### config.mk
export PLATFORM = sky130hd
export DESIGN_NAME = mem_stage
export DESIGN_NICKNAME = d
export VERILOG_FILES = /design/src/rtl/mem_stage_pkg.sv /design/src/rtl/mem_byte_lane.sv /design/src/rtl/mem_stage.sv
export SDC_FILE = /design/constraint.sdc
export NUM_CORES = 1
export LEC_CHECK = 0
export ABC_AREA = 1
export BUFFER_PORTS_ARGS = -buffer_cell sky130_fd_sc_hd__buf_2
export CORE_AREA = 2 2 136 138
export CTS_CLUSTER_SIZE = 20
export DETAILED_ROUTE_END_ITERATION = 16
export DIE_AREA = 0 0 138 140
export PLACE_DENSITY_LB_ADDON = 0.25
export SLEW_MARGIN = 5
export SYNTH_ARGS = -nofsm -noshare
export SYNTH_HDL_FRONTEND = slang
export SYNTH_SLANG_ARGS = --single-unit
### constraint.sdc
create_clock -name clk -period 2.2 [get_ports clk]
set_clock_uncertainty 0.05 [all_clocks]
set_input_delay 0.33 -clock clk [delete_from_list [all_inputs] [get_ports clk]]
set_output_delay 0.33 -clock clk [all_outputs]
set_load 0.05 [all_outputs]
### src/rtl/mem_stage_pkg.sv
// Shared encodings and constants for the memory stage of the 5-stage pipeline.
package mem_stage_pkg;

    localparam logic [1:0] MTR_ALU = 2'd0;
    localparam logic [1:0] MTR_MEM = 2'd1;
    localparam logic [1:0] MTR_PC4 = 2'd2;

    localparam logic [1:0] LB_WORD     = 2'd0;
    localparam logic [1:0] LB_SIGNED   = 2'd1;
    localparam logic [1:0] LB_UNSIGNED = 2'd2;

    localparam logic [31:0] PIPE_RESET_PC = 32'h0000_3000;

    typedef enum logic [0:0] {
        ST_IDLE = 1'b0,
        ST_BUSY = 1'b1
    } mem_state_e;

endpackage

### src/rtl/mem_byte_lane.sv
// Byte-lane steering: store byte enables/replicated data and load byte
// extraction with sign or zero extension (little-endian).
module mem_byte_lane
    import mem_stage_pkg::*;
(
    input  logic [1:0]  byte_sel,
    input  logic        store_byte,
    input  logic [31:0] store_data,
    input  logic [1:0]  lbyte,
    input  logic [31:0] rdata,
    output logic [3:0]  be,
    output logic [31:0] wdata,
    output logic [31:0] load_data
);

    logic [7:0] lane_s;

    // Store lanes: a byte store replicates the byte so any lane can take it
    always_comb begin
        if (store_byte) begin
            be    = 4'b0001 << byte_sel;
            wdata = {4{store_data[7:0]}};
        end else begin
            be    = 4'b1111;
            wdata = store_data;
        end
    end

    // Pick the addressed byte out of the returned word
    always_comb begin
        case (byte_sel)
            2'd0:    lane_s = rdata[7:0];
            2'd1:    lane_s = rdata[15:8];
            2'd2:    lane_s = rdata[23:16];
            default: lane_s = rdata[31:24];
        endcase
    end

    // Extend the selected byte, or pass the whole word through
    always_comb begin
        case (lbyte)
            LB_SIGNED:   load_data = {{24{lane_s[7]}}, lane_s};
            LB_UNSIGNED: load_data = {24'h00_0000, lane_s};
            LB_WORD:     load_data = rdata;
            default:     load_data = rdata;
        endcase
    end

endmodule

### src/rtl/mem_stage.sv
// Memory stage: data-memory req/ack sequencing with timeout, pipeline stall,
// and the folded-in Mem/Wb pipeline register.
module mem_stage
    import mem_stage_pkg::*;
#(
    parameter logic [31:0] RESET_PC    = PIPE_RESET_PC,
    parameter int          TIMEOUT_CYC = 255
) (
    input  logic        clk,
    input  logic        rst,
    input  logic [31:0] Mem_busB,
    input  logic [31:0] Mem_ALUres,
    input  logic [31:0] Mem_instr,
    input  logic [31:0] Mem_pcadd4,
    input  logic [4:0]  Mem_Rw,
    input  logic        Mem_Overflow,
    input  logic        Mem_MemWr,
    input  logic [1:0]  Mem_MemtoReg,
    input  logic        Mem_RegWr,
    input  logic [1:0]  Mem_lbyte,
    input  logic        Mem_sbyte,
    output logic        dm_req,
    output logic        dm_we,
    output logic [31:0] dm_addr,
    output logic [3:0]  dm_be,
    output logic [31:0] dm_wdata,
    input  logic        dm_ack,
    input  logic [31:0] dm_rdata,
    output logic        Mem_stall,
    output logic        bus_err,
    output logic        Wb_RegWr,
    output logic [4:0]  Wb_Rw,
    output logic [31:0] Wb_busW,
    output logic [31:0] Wb_instr,
    output logic [31:0] Wb_pcadd4
);

    localparam logic [9:0] TIMEOUT_W = 10'(TIMEOUT_CYC);

    mem_state_e  state_r;
    logic [9:0]  wcnt_r;
    logic        memop_s;
    logic        timeout_s;
    logic        abort_s;
    logic        stall_s;
    logic [3:0]  lane_be_s;
    logic [31:0] lane_wdata_s;
    logic [31:0] load_data_s;
    logic [31:0] wb_data_s;

    mem_byte_lane u_byte_lane (
        .byte_sel   (Mem_ALUres[1:0]),
        .store_byte (Mem_sbyte),
        .store_data (Mem_busB),
        .lbyte      (Mem_lbyte),
        .rdata      (dm_rdata),
        .be         (lane_be_s),
        .wdata      (lane_wdata_s),
        .load_data  (load_data_s)
    );

    // Access qualification; an ack arriving with the timeout still completes
    always_comb begin
        memop_s   = (Mem_MemWr | (Mem_MemtoReg == MTR_MEM)) & ~Mem_Overflow;
        timeout_s = (state_r == ST_BUSY) && (wcnt_r == TIMEOUT_W);
        abort_s   = memop_s & timeout_s & ~dm_ack;
        stall_s   = memop_s & ~(dm_ack | abort_s);
    end

    assign Mem_stall = stall_s;
    assign bus_err   = abort_s;

    // Data-memory bus: loads always fetch the full word
    always_comb begin
        dm_req  = memop_s;
        dm_addr = {Mem_ALUres[31:2], 2'b00};
        if (memop_s) begin
            dm_we = Mem_MemWr;
            if (Mem_MemWr) begin
                dm_be    = lane_be_s;
                dm_wdata = lane_wdata_s;
            end else begin
                dm_be    = 4'b1111;
                dm_wdata = Mem_busB;
            end
        end else begin
            dm_we    = 1'b0;
            dm_be    = 4'b0000;
            dm_wdata = Mem_busB;
        end
    end

    // Writeback source select
    always_comb begin
        case (Mem_MemtoReg)
            MTR_ALU: wb_data_s = Mem_ALUres;
            MTR_MEM: wb_data_s = load_data_s;
            MTR_PC4: wb_data_s = Mem_pcadd4;
            default: wb_data_s = Mem_ALUres;
        endcase
    end

    // Access FSM; leaving BUSY when the memop vanishes keeps a stray state from lingering
    always_ff @(posedge clk) begin
        if (rst) begin
            state_r <= ST_IDLE;
            wcnt_r  <= 10'd0;
        end else begin
            case (state_r)
                ST_IDLE: begin
                    if (memop_s && !dm_ack) begin
                        state_r <= ST_BUSY;
                        wcnt_r  <= 10'd1;
                    end else begin
                        state_r <= ST_IDLE;
                        wcnt_r  <= 10'd0;
                    end
                end
                ST_BUSY: begin
                    if (!memop_s || dm_ack || timeout_s) begin
                        state_r <= ST_IDLE;
                        wcnt_r  <= 10'd0;
                    end else begin
                        state_r <= ST_BUSY;
                        wcnt_r  <= wcnt_r + 10'd1;
                    end
                end
                default: begin
                    state_r <= ST_IDLE;
                    wcnt_r  <= 10'd0;
                end
            endcase
        end
    end

    // Mem/Wb register: bubble while stalled, zeroed data on an aborted access
    always_ff @(posedge clk) begin
        if (rst) begin
            Wb_RegWr  <= 1'b0;
            Wb_Rw     <= 5'd0;
            Wb_busW   <= 32'd0;
            Wb_instr  <= 32'd0;
            Wb_pcadd4 <= RESET_PC;
        end else if (stall_s) begin
            Wb_RegWr  <= 1'b0;
        end else if (abort_s) begin
            Wb_RegWr  <= 1'b0;
            Wb_Rw     <= Mem_Rw;
            Wb_busW   <= 32'd0;
            Wb_instr  <= Mem_instr;
            Wb_pcadd4 <= Mem_pcadd4;
        end else begin
            Wb_RegWr  <= Mem_RegWr & ~Mem_Overflow;
            Wb_Rw     <= Mem_Rw;
            Wb_busW   <= wb_data_s;
            Wb_instr  <= Mem_instr;
            Wb_pcadd4 <= Mem_pcadd4;
        end
    end

endmodule

==> summary.txt <==
Status
  – Status: complete, no violations

STA
  – Worst Tran Pin Value: 553 ps
  – F_max: roughly 470 MHz
  – Relative slew slack: between 60 and 70%
  – RSZ-0062 raised after global routing: true
  – Final hold violation count: 0
  – Min cycle time layout: between 2000 and 2500 ps
  – Period utilisation layout: a little over nine tenths
  – Total negative slack: 0 ps
  – Final setup fails: 0
  – Fin. max-slew vios: 0

Worst hold path
  – Hold Path Sink: Wb_instr[3]$_SDFFE_PP0N_
  – Worst hold path type: in2reg
  – Hold Path Depth: 3
  – Hold Startpoint: Mem_instr[3]

Synthesis
  – Primary FF master, synth: dfxtp_1
  – Syn_area_per_cell: around 6.7 µm²
  – Top cells by area, synth: dfxtp_1 (36%), nand2_1 (13%), nor2_1 (7.4%)
  – Post-synth top area cell: dfxtp_1
  – Yosys warns: 0
  – Flops & latches, synth: roughly 110
  – Distinct cells, synth: 33
  – Most common cell in the netlist: nand2_1
  – Synth top area share: between 30% and 40%
  – Sequential share of the synthesized area: between 30% and 40%
  – Synth top cells by count: nand2_1 (221), nor2_1 (123), dfxtp_1 (113)
  – Asr flop ratio synth: 0%
  – Post-Syn Area: between 6000 and 7000 µm²
  – Number of synthesized flops with an enable pin: 0
  – Synth Instances: 929

Cells and area
  – Final instance area: roughly 8500 µm²
  – Share of layout cells above drive strength 1: approximately 40%
  – Area Growth Syn to Fin: 36.5%
  – Layout Nets: ~1400
  – Number of fill cells in the layout: around 1900
  – Final core utilization: a little under half
  – Post-Layout Cell Count: ~1500

Critical path
  – WP data required: 1820 ps
  – Slowest stage delay, CP: 360 ps
  – Crit Path Max Fanout: 4
  – Worst path top cell family by delay: simple AND/OR/NAND/NOR gates
  – Crit-path slowest cell: dfxtp_4
  – Reg2reg path depth: 10
  – FF-to-FF End: Wb_busW[2]$_SDFFE_PP0N_
  – CP endpoint kind: output pin
  – Critical path depth: 6
  – R2r setup slk: 460 ps
  – Reg2reg start: wcnt_r[0]$_SDFF_PP0_
  – Startpoint Class: flop
  – Crit-path cells: ha_4 -> nand2_4 -> nor3_4 -> nand4_1 -> nor3_2 -> buf_6
  – Crit path kind: reg2out
  – Buf/Inv on CP: 1
  – Critical Path AT: between 1500 and 2000 ps
  – Worst Setup SP: wcnt_r[0]$_SDFF_PP0_

Placed design
  – Dpl hpwl: approximately 18000 µm
  – Inst Count DP: approximately 1400
  – Port-buffer cells: 347
  – GP Congestion: 0.875
  – Placement Cell Area: a little under 8000 µm²

Floorplan
  – Die Area: approximately 19000 µm²
  – Die height: 140 µm
  – Floorplan row count: 49
  – Initial Util: between 30% and 40%
  – Die X: between 100 and 150 µm
  – # IOs: between 300 and 400
  – Core footprint: between 15000 and 20000 µm²

Power
  – Max rail drop VDD: around 570 µV
  – Int Power: 4.40 mW
  – Final total power: between 7 and 8 mW
  – Switching share of power: 37.3%
  – PD cells: between 800 and 900 nW/µm²
  – Switching power total: 2.62 mW
  – Comb pwr share: between 20% and 30%
  – Clock share of power: 39.1%
  – Seq pwr share: 32.4%
  – P_leak: roughly 4.5 nW

CTS
  – CTS Buffer Depth: 2
  – Root Driver: clkbuf_16
  – TritonCTS Buffers: 17
  – Worst-path clk slew: 60 ps
  – Clk_lat worst skew: 420 ps
  – CTS sink cnt: around 110
  – H-tree depth: 4
  – TritonCTS clock tree: yes

Global routing
  – Total GRT Usage: 22.9%
  – Initial antenna violation count: 6
  – Largest net degree at the start of global routing: 71
  – First-pass GRT wire length: 34400 µm
  – Vias in the first global route: approximately 6200
  – GRT overflow: 0

Routing
  – 1st-pass router iterations: 5
  – Post-route ant nets: 0
  – DRC viols: 0
  – Routed wire length: ~23000 µm
  – Via density per instance: around 4.6
  – Starting DRT DRC Count: ~350
  – Wirelength per Cell: roughly 16 µm
  – DR vias: 6750

Run
  – MaxCap Viol Count: 0
[worst min-delay path: stages]
cell and delay, ps:
buf_2 80, nor2_2 30, nor2_1 80
[power groups by stage]
stage / Clock, mW / Combinational [mW] / Sequential, mW
6_report: 2.74 / 2.00 / 2.27
3_5_place_dp: 0 / 2.00 / 2.32
2_1_floorplan: 0 / 0.915 / 2.85
4_1_cts: 2.81 / 2.01 / 2.28
3_3_place_gp: 0 / 2.00 / 2.32
5_1_grt: 2.89 / 2.13 / 2.29
[timing repair]
action | CTS | global route
endpoints found under the setup margin | 1 | 2
hold buffers | 0 | 0
pin swaps | 0 | 4
buffers inserted | 0 | 2
gates resized for setup | 3 | 10
[how the worst max path moves through the flow]
stage	end
after floorplan	dm_wdata[11]
after global placement	bus_err
after detailed placement	bus_err
after CTS	Mem_stall
after global routing	bus_err
final	bus_err
[cell usage in the layout, fill, tap and decap left out, types with 13 or more instances in the layout]
cell type and n:
a21oi_1 78, buf_2 343, buf_4 13, clkbuf_16 17, dfxtp_1 111, inv_1 80, nand2_1 219, nand3_1 15
nor2_1 123, nor2_2 69, o21ai_0 74, o21ai_1 27
[per-stage QoR]
step / setup WS [ps] / hold WS (ps)
3_3_place_gp: 261 / 384
4_1_cts: 8.65 / 70.6
5_1_grt: -22.9 / 76.5
2_1_floorplan: -101 / 358
3_5_place_dp: 246 / 384
6_report: 70.2 / 84.7
[flip-flops by register name (all words and copies together) (netlist names)]
name and count:
Wb_Rw 5, state_r 1, Wb_pcadd4 32, Wb_RegWr 1, Wb_instr 32, wcnt_r 10, Wb_busW 32
[kinds of logic (layout without fill, tap and decap cells)]
logic type,count (synthesis),count (layout),share of synthesized area [%]
AND/OR/NAND/NOR,444,444,31.0
AO/OA/AOI/OAI,182,182,14.9
buffers and inverters,177,483,15.7
flip-flops,113,113,36.3
XOR/XNOR,7,7,0.985
adder cells (fa/ha/maj),5,5,1.01
other,1,5,0.0603
[metal layers]
metal / GRT usage [%] / part of all wire [%] / up-vias
met4: 6.87 / 1.8 / 6
li1: - / - / 3459
met3: 7.18 / 7.3 / 29
met1: 28.1 / 43 / 2959
met5: 0 / 0.13 / -
met2: 38.4 / 48 / 297
[area by class of cell]
cell class,instances,area [µm²],share of cell area [%]
Tap cell,229,287,3.37
Sequential cell,113,2270,26.7
Clock inverter,14,156,1.84
Antenna cell,3,7.51,0.0884
Timing Repair Buffer,365,1990,23.4
Multi-Input combinational cell,640,3030,35.7
Inverter,86,328,3.86
Clock buffer,18,429,5.05
Power figures use the tool's default switching activity.
